### config.mk
export PLATFORM = sky130hd
export DESIGN_NAME = fetch_prefetch_queue
export DESIGN_NICKNAME = d
export VERILOG_FILES = /design/src/rtl/fetch_prefetch_queue.sv
export SDC_FILE = /design/constraint.sdc
export NUM_CORES = 1
export LEC_CHECK = 0
export BUFFER_PORTS_ARGS = -buffer_cell sky130_fd_sc_hd__buf_2
export CORE_AREA = 2 2 162 164
export CTS_CLUSTER_DIAMETER = 200
export DETAILED_ROUTE_END_ITERATION = 7
export DIE_AREA = 0 0 164 166
export PLACE_DENSITY = 0.88
export RECOVER_POWER = 25
export SLEW_MARGIN = 20
export SYNTH_ARGS = -nofsm -noshare
export SYNTH_HDL_FRONTEND = slang
export SYNTH_SLANG_ARGS = --single-unit
### constraint.sdc
create_clock -name clk -period 13.7 [get_ports clk]
set_clock_uncertainty 0.05 [all_clocks]
set_input_delay 2.74 -clock clk [delete_from_list [all_inputs] [get_ports clk]]
set_output_delay 2.74 -clock clk [all_outputs]
set_load 0.02 [all_outputs]
### src/rtl/fetch_prefetch_queue.sv
// Sequential instruction prefetcher: streams words from the crossbar into a small
// FIFO so in-order CPU fetches complete with zero wait states; misses redirect it.
module fetch_prefetch_queue #(
  parameter int          DEPTH    = 4,
  parameter logic [31:0] RESET_PC = 32'h0000_0000
) (
  input  logic        clk,
  input  logic        rst,
  input  logic [31:0] s_address,
  input  logic        s_read,
  output logic [31:0] s_readdata,
  output logic        s_waitrequest,
  output logic [31:0] m_address,
  output logic        m_read,
  input  logic [31:0] m_readdata,
  input  logic        m_waitrequest
);
  localparam int AW = $clog2(DEPTH);
  localparam int CW = AW + 1;

  typedef enum logic {IDLE, FETCH} state_t;

  logic [29:0]   q_addr [DEPTH];
  logic [31:0]   q_data [DEPTH];
  logic [AW-1:0] rd_ptr, wr_ptr;
  logic [CW-1:0] count, count_nxt;
  logic [31:0]   fetch_pc, fetch_pc_nxt, req_addr, s_aligned;
  logic [29:0]   next_addr;
  logic          discard, discard_nxt;
  logic          empty, hit, miss, flush, pop, done, push, hold;
  state_t        state, state_nxt;

  assign s_aligned = s_address & ~32'h3;
  assign empty     = (count == '0);
  assign hit       = !empty && (q_addr[rd_ptr] == s_aligned[31:2]);
  // Word that will land next in the queue; a discarded transfer doesn't count.
  assign next_addr = (state == FETCH && !discard) ? req_addr[31:2] : fetch_pc[31:2];
  assign miss      = s_read && !hit;
  assign flush     = miss && (!empty || next_addr != s_aligned[31:2]);
  assign pop       = s_read && hit;
  assign done      = (state == FETCH) && !m_waitrequest;
  assign push      = done && !discard && !flush;
  assign hold      = (state == FETCH) && m_waitrequest;

  assign s_waitrequest = miss;
  assign s_readdata    = empty ? 32'h0 : q_data[rd_ptr];
  assign m_read        = (state == FETCH);
  assign m_address     = m_read ? req_addr : fetch_pc;

  always_comb begin
    count_nxt    = count + CW'(push) - CW'(pop);
    fetch_pc_nxt = fetch_pc;
    discard_nxt  = discard;
    if (done) discard_nxt = 1'b0;
    if (push) fetch_pc_nxt = req_addr + 32'd4;
    if (flush) begin
      count_nxt    = '0;
      fetch_pc_nxt = s_aligned;
      // A transfer still stalled must complete, but its word is stale.
      discard_nxt  = hold;
    end
  end

  always_comb begin
    state_nxt = state;
    if (hold)                         state_nxt = FETCH;
    else if (count_nxt < CW'(DEPTH)) state_nxt = FETCH;
    else                              state_nxt = IDLE;
  end

  always_ff @(posedge clk or negedge rst) begin
    if (!rst) begin
      state    <= IDLE;
      count    <= '0;
      rd_ptr   <= '0;
      wr_ptr   <= '0;
      fetch_pc <= RESET_PC;
      req_addr <= RESET_PC;
      discard  <= 1'b0;
    end else begin
      state    <= state_nxt;
      count    <= count_nxt;
      fetch_pc <= fetch_pc_nxt;
      discard  <= discard_nxt;
      if (state_nxt == FETCH && !hold) req_addr <= fetch_pc_nxt;
      if (flush) begin
        rd_ptr <= '0;
        wr_ptr <= '0;
      end else begin
        if (push) wr_ptr <= wr_ptr + 1'b1;
        if (pop)  rd_ptr <= rd_ptr + 1'b1;
      end
    end
  end

  // Storage needs no reset: contents are only visible while count is non-zero.
  always_ff @(posedge clk) begin
    if (push) begin
      q_addr[wr_ptr] <= req_addr[31:2];
      q_data[wr_ptr] <= m_readdata;
    end
  end
endmodule

==> flow_summary.yaml <==
status:
  outcome: "finished, violations left"
  violations: "max-capacitance violations, max-slew violations"
timing:
  hold_viol: 0
  rsz0062_at_grt: "false"
  fmax_mhz: 126.3
  period_needed_ns: 7.919
  fin_tns_setup_ns: 0
  worst_slew_pin_slew_ns: 1.882
  setup_violations: 0
  slew_headroom_pct: -25.49
  drv_slew: 29
  finalCritPeriodShare_pct: 57.81
global_route:
  grt_pass1_wl_um: 55900
  grt_pass1_vias: 9740
  grt_usage_pct: 27.11
  antenna_found_initial: 1
  grt_max_degree: 84
  overflow: 0
route:
  wl_met1_um: 13910
  dr.pass1.iters: 5
  drc: 0
  drt-total-wl_um: 36520
  highest_layer: "met4"
  wl_met3_um: 3612
  dr_wl_met2_um: 17760
  wl_per_cell_um: 23.66
  num_vias: 9781
  ant_nets: 0
  via_per_inst: 6.335
  first_iter_violations: 1087
finish:
  num-fill-cells: 1733
  stdcell_count: 1544
  nNetsFinal: 1259
  syn2layout_area_growth_pct: 13.71
  drive_above_1_share_pct: 24.01
yosys:
  yosys-mux-area-fraction_pct: 15.51
  yosys.area_share.simple_pct: 8.427
  post-synth-top-count-cell: "edfxtp_1"
  synth_nets: 1147
  ys_seq_area_share_pct: 61.18
  syn_area_um2: 15160
  synth_common_cells: "248 x edfxtp_1, 112 x nand2_1, 73 x dfrtp_1, 68 x o21ai_0, 55 x mux4_2"
  yosys.area_share.adder_pct: 0.7098
  async_reset_ff_share_pct: 22.74
  synth_xor_area_share_pct: 4.795
  synthFlopType: "edfxtp_1"
  ys_ff_latch: 321
  synth_area_leader_cell: "edfxtp_1"
  yosysUniqueCellTypes: 56
  syn_area_per_cell_um2: 14.15
  synth_top_area_share_pct: 49.13
  synth-compound-area-share_pct: 6.669
  synth_edf_count: 248
  yosys_warnings: 0
  synthTopCellsByArea: "edfxtp_1 49%, dfrtp_1 12%, mux4_2 8.2%, mux2i_1 3.1%, nand2_1 2.8%"
  synth_top_family_by_area: "multiplexers"
  synth_cells: 1071
min_path:
  holdPathStages: 1
  min_from: "req_addr[0]"
  hp-class: "reg2reg"
  min_to: "req_addr[0]"
critical_path:
  path_cells: "buf_2 > nor2b_1 > nor4_1 > a221oi_1 > nor4_1 > nand4b_1 > o41ai_2 > nor2_4 > nor2_1 > inv_1 > ha_1 > inv_1 > ha_1 > fa_1 > xnor2_1 > xnor2_2 > buf_4 > nand2_1 > nor2_2 > a221o_1"
  critPathArrivalTime_ns: 8.31
  end_kind: "flip-flop"
  cp-startpoint: "s_address[16]"
  start_kind: "input pin"
  crit_family: "simple AND/OR/NAND/NOR gates"
  cp.required_ns: 14.09
  cp_slowest_cell: "nor2_2"
  critPathMaxStageDelay_ns: 0.71
  timing.critical_path.buf_inv: 4
  reg2reg_depth: 19
  rr_startpoint: "rd_ptr[0]"
  rr_endpoint: "req_addr[29]"
  crit_fanout: 34
  criticalPathCategory: "in2reg"
  r2r_setup_slack_ns: 6.28
floorplanning:
  die_y_um: 166
  ios: 134
  dieArea_um2: 27220
  initial_utilization_pct: 59.18
  die_x_um: 164
  rows: 59
  coreArea_um2: 25620
clock_tree:
  cts_setup_buffers: 0
  cts.path.max_buffers: 3
  htreeDepth: 2
  cts_tree: "yes"
  hold_buffers: 0
  postCtsResizedCells: 0
  clk_pin_slew_ns: 0.06
  cts_buffers: 34
  numClockSinks: 321
  root_buffer: "clkbuf_16"
  worstSkewPairLatency_ns: 0.52
power_and_ir_drop:
  ir_drop_mv: 0.1540
  p_total_uw: 2534
  power_density_nw_per_um2: 147.0
  leakagePower_uw: 0.006319
place:
  gp_congestion: 0.9174
  dpl.cell_count: 1481
  hpwl_um: 22470
  port_buffers: 131
run:
  drv_cap: 1
-- sequential cells by signal, summed over array words and instances (netlist names) --
register / cells
m_read: 1
count: 3
wr_ptr: 2
q_addr: 120
req_addr: 32
fetch_pc: 32
rd_ptr: 2
q_data: 128
discard: 1
-- cells in the final DEF, fill, tap and decap left out, types with 5 or more instances in the layout --
cell,count
nor3_1,7
clkbuf_16,35
clkbuf_1,19
nand2_1,111
buf_2,121
and3_1,9
and2_1,7
bufinv_16,5
nor2_1,11
a21oi_1,11
o21ai_0,68
buf_4,16
xor2_1,46
nand4_1,8
mux2i_1,47
nand3b_1,5
a221o_1,16
nand3_1,14
o22ai_1,5
a2bb2oi_1,13
ha_1,7
mux2_2,27
nand2b_1,16
nor4_1,10
inv_1,24
mux2_1,30
o31ai_1,12
nor2b_1,39
dfrtp_1,70
mux4_2,55
xnor2_1,36
edfxtp_1,248
clkinv_2,6
-- through the flow --
| step | hold WS [ns] | util (%) | instance area, um2 | setup WS [ns] |
|---|---|---|---|---|
| 3_5_place_dp | 0.4600 | 62.79 | 16080 | 5.385 |
| 2_1_floorplan | 0.4242 | - | 15160 | 6.534 |
| 6_report | 0.4723 | 67.29 | 17240 | 5.781 |
| 3_3_place_gp | 0.4519 | 62.79 | 16080 | 5.491 |
| 5_1_grt | 0.5005 | 67.28 | 17240 | 5.466 |
| 4_1_cts | 0.4751 | 67.23 | 17220 | 5.893 |
-- cell families (layout without fill, tap and decap cells) --
kind of cell	count (synthesis)	count (layout)
xor+xnor	83	83
mux	159	159
compound gates	150	150
flops	321	321
simple gates	254	254
fa+ha+maj	8	8
buf+inv	96	233
other cells	0	1
-- worst max path at each step --
stage / endpoint / cells after the start / slack, ns
2_1_floorplan: req_addr[31] / 23 / 6.53
3_3_place_gp: req_addr[29] / 20 / 5.49
3_5_place_dp: req_addr[29] / 20 / 5.39
4_1_cts: req_addr[29] / 20 / 5.89
5_1_grt: req_addr[29] / 20 / 5.47
6_report: req_addr[29] / 20 / 5.78
-- layer usage --
metal	up-vias	GRT usage, %
li1	4254	-
met1	4831	37.54
met2	590	43.44
met3	106	4.920
met4	0	9.840
met5	-	0
-- final cells by class --
cell class	count	area (um2)	share of cell area (%)
flip-flops and latches	321	9283	53.85
multi-input cells	654	5514	31.99
clock buffers	45	923.4	5.357
repair buffers	148	790.8	4.587
well taps	335	419.2	2.432
clock inverters	16	215.2	1.248
inverters	24	90.09	0.5226
diodes	1	2.502	0.01452
-- where the power goes --
group | internal [uW] | total (uW) | switching [uW]
Combinational | 155 | 381 | 226
Sequential | 1130 | 1210 | 85.8
Clock | 572 | 939 | 368
Total | 1850 | 2530 | 680
Power figures use the tool's default switching activity.
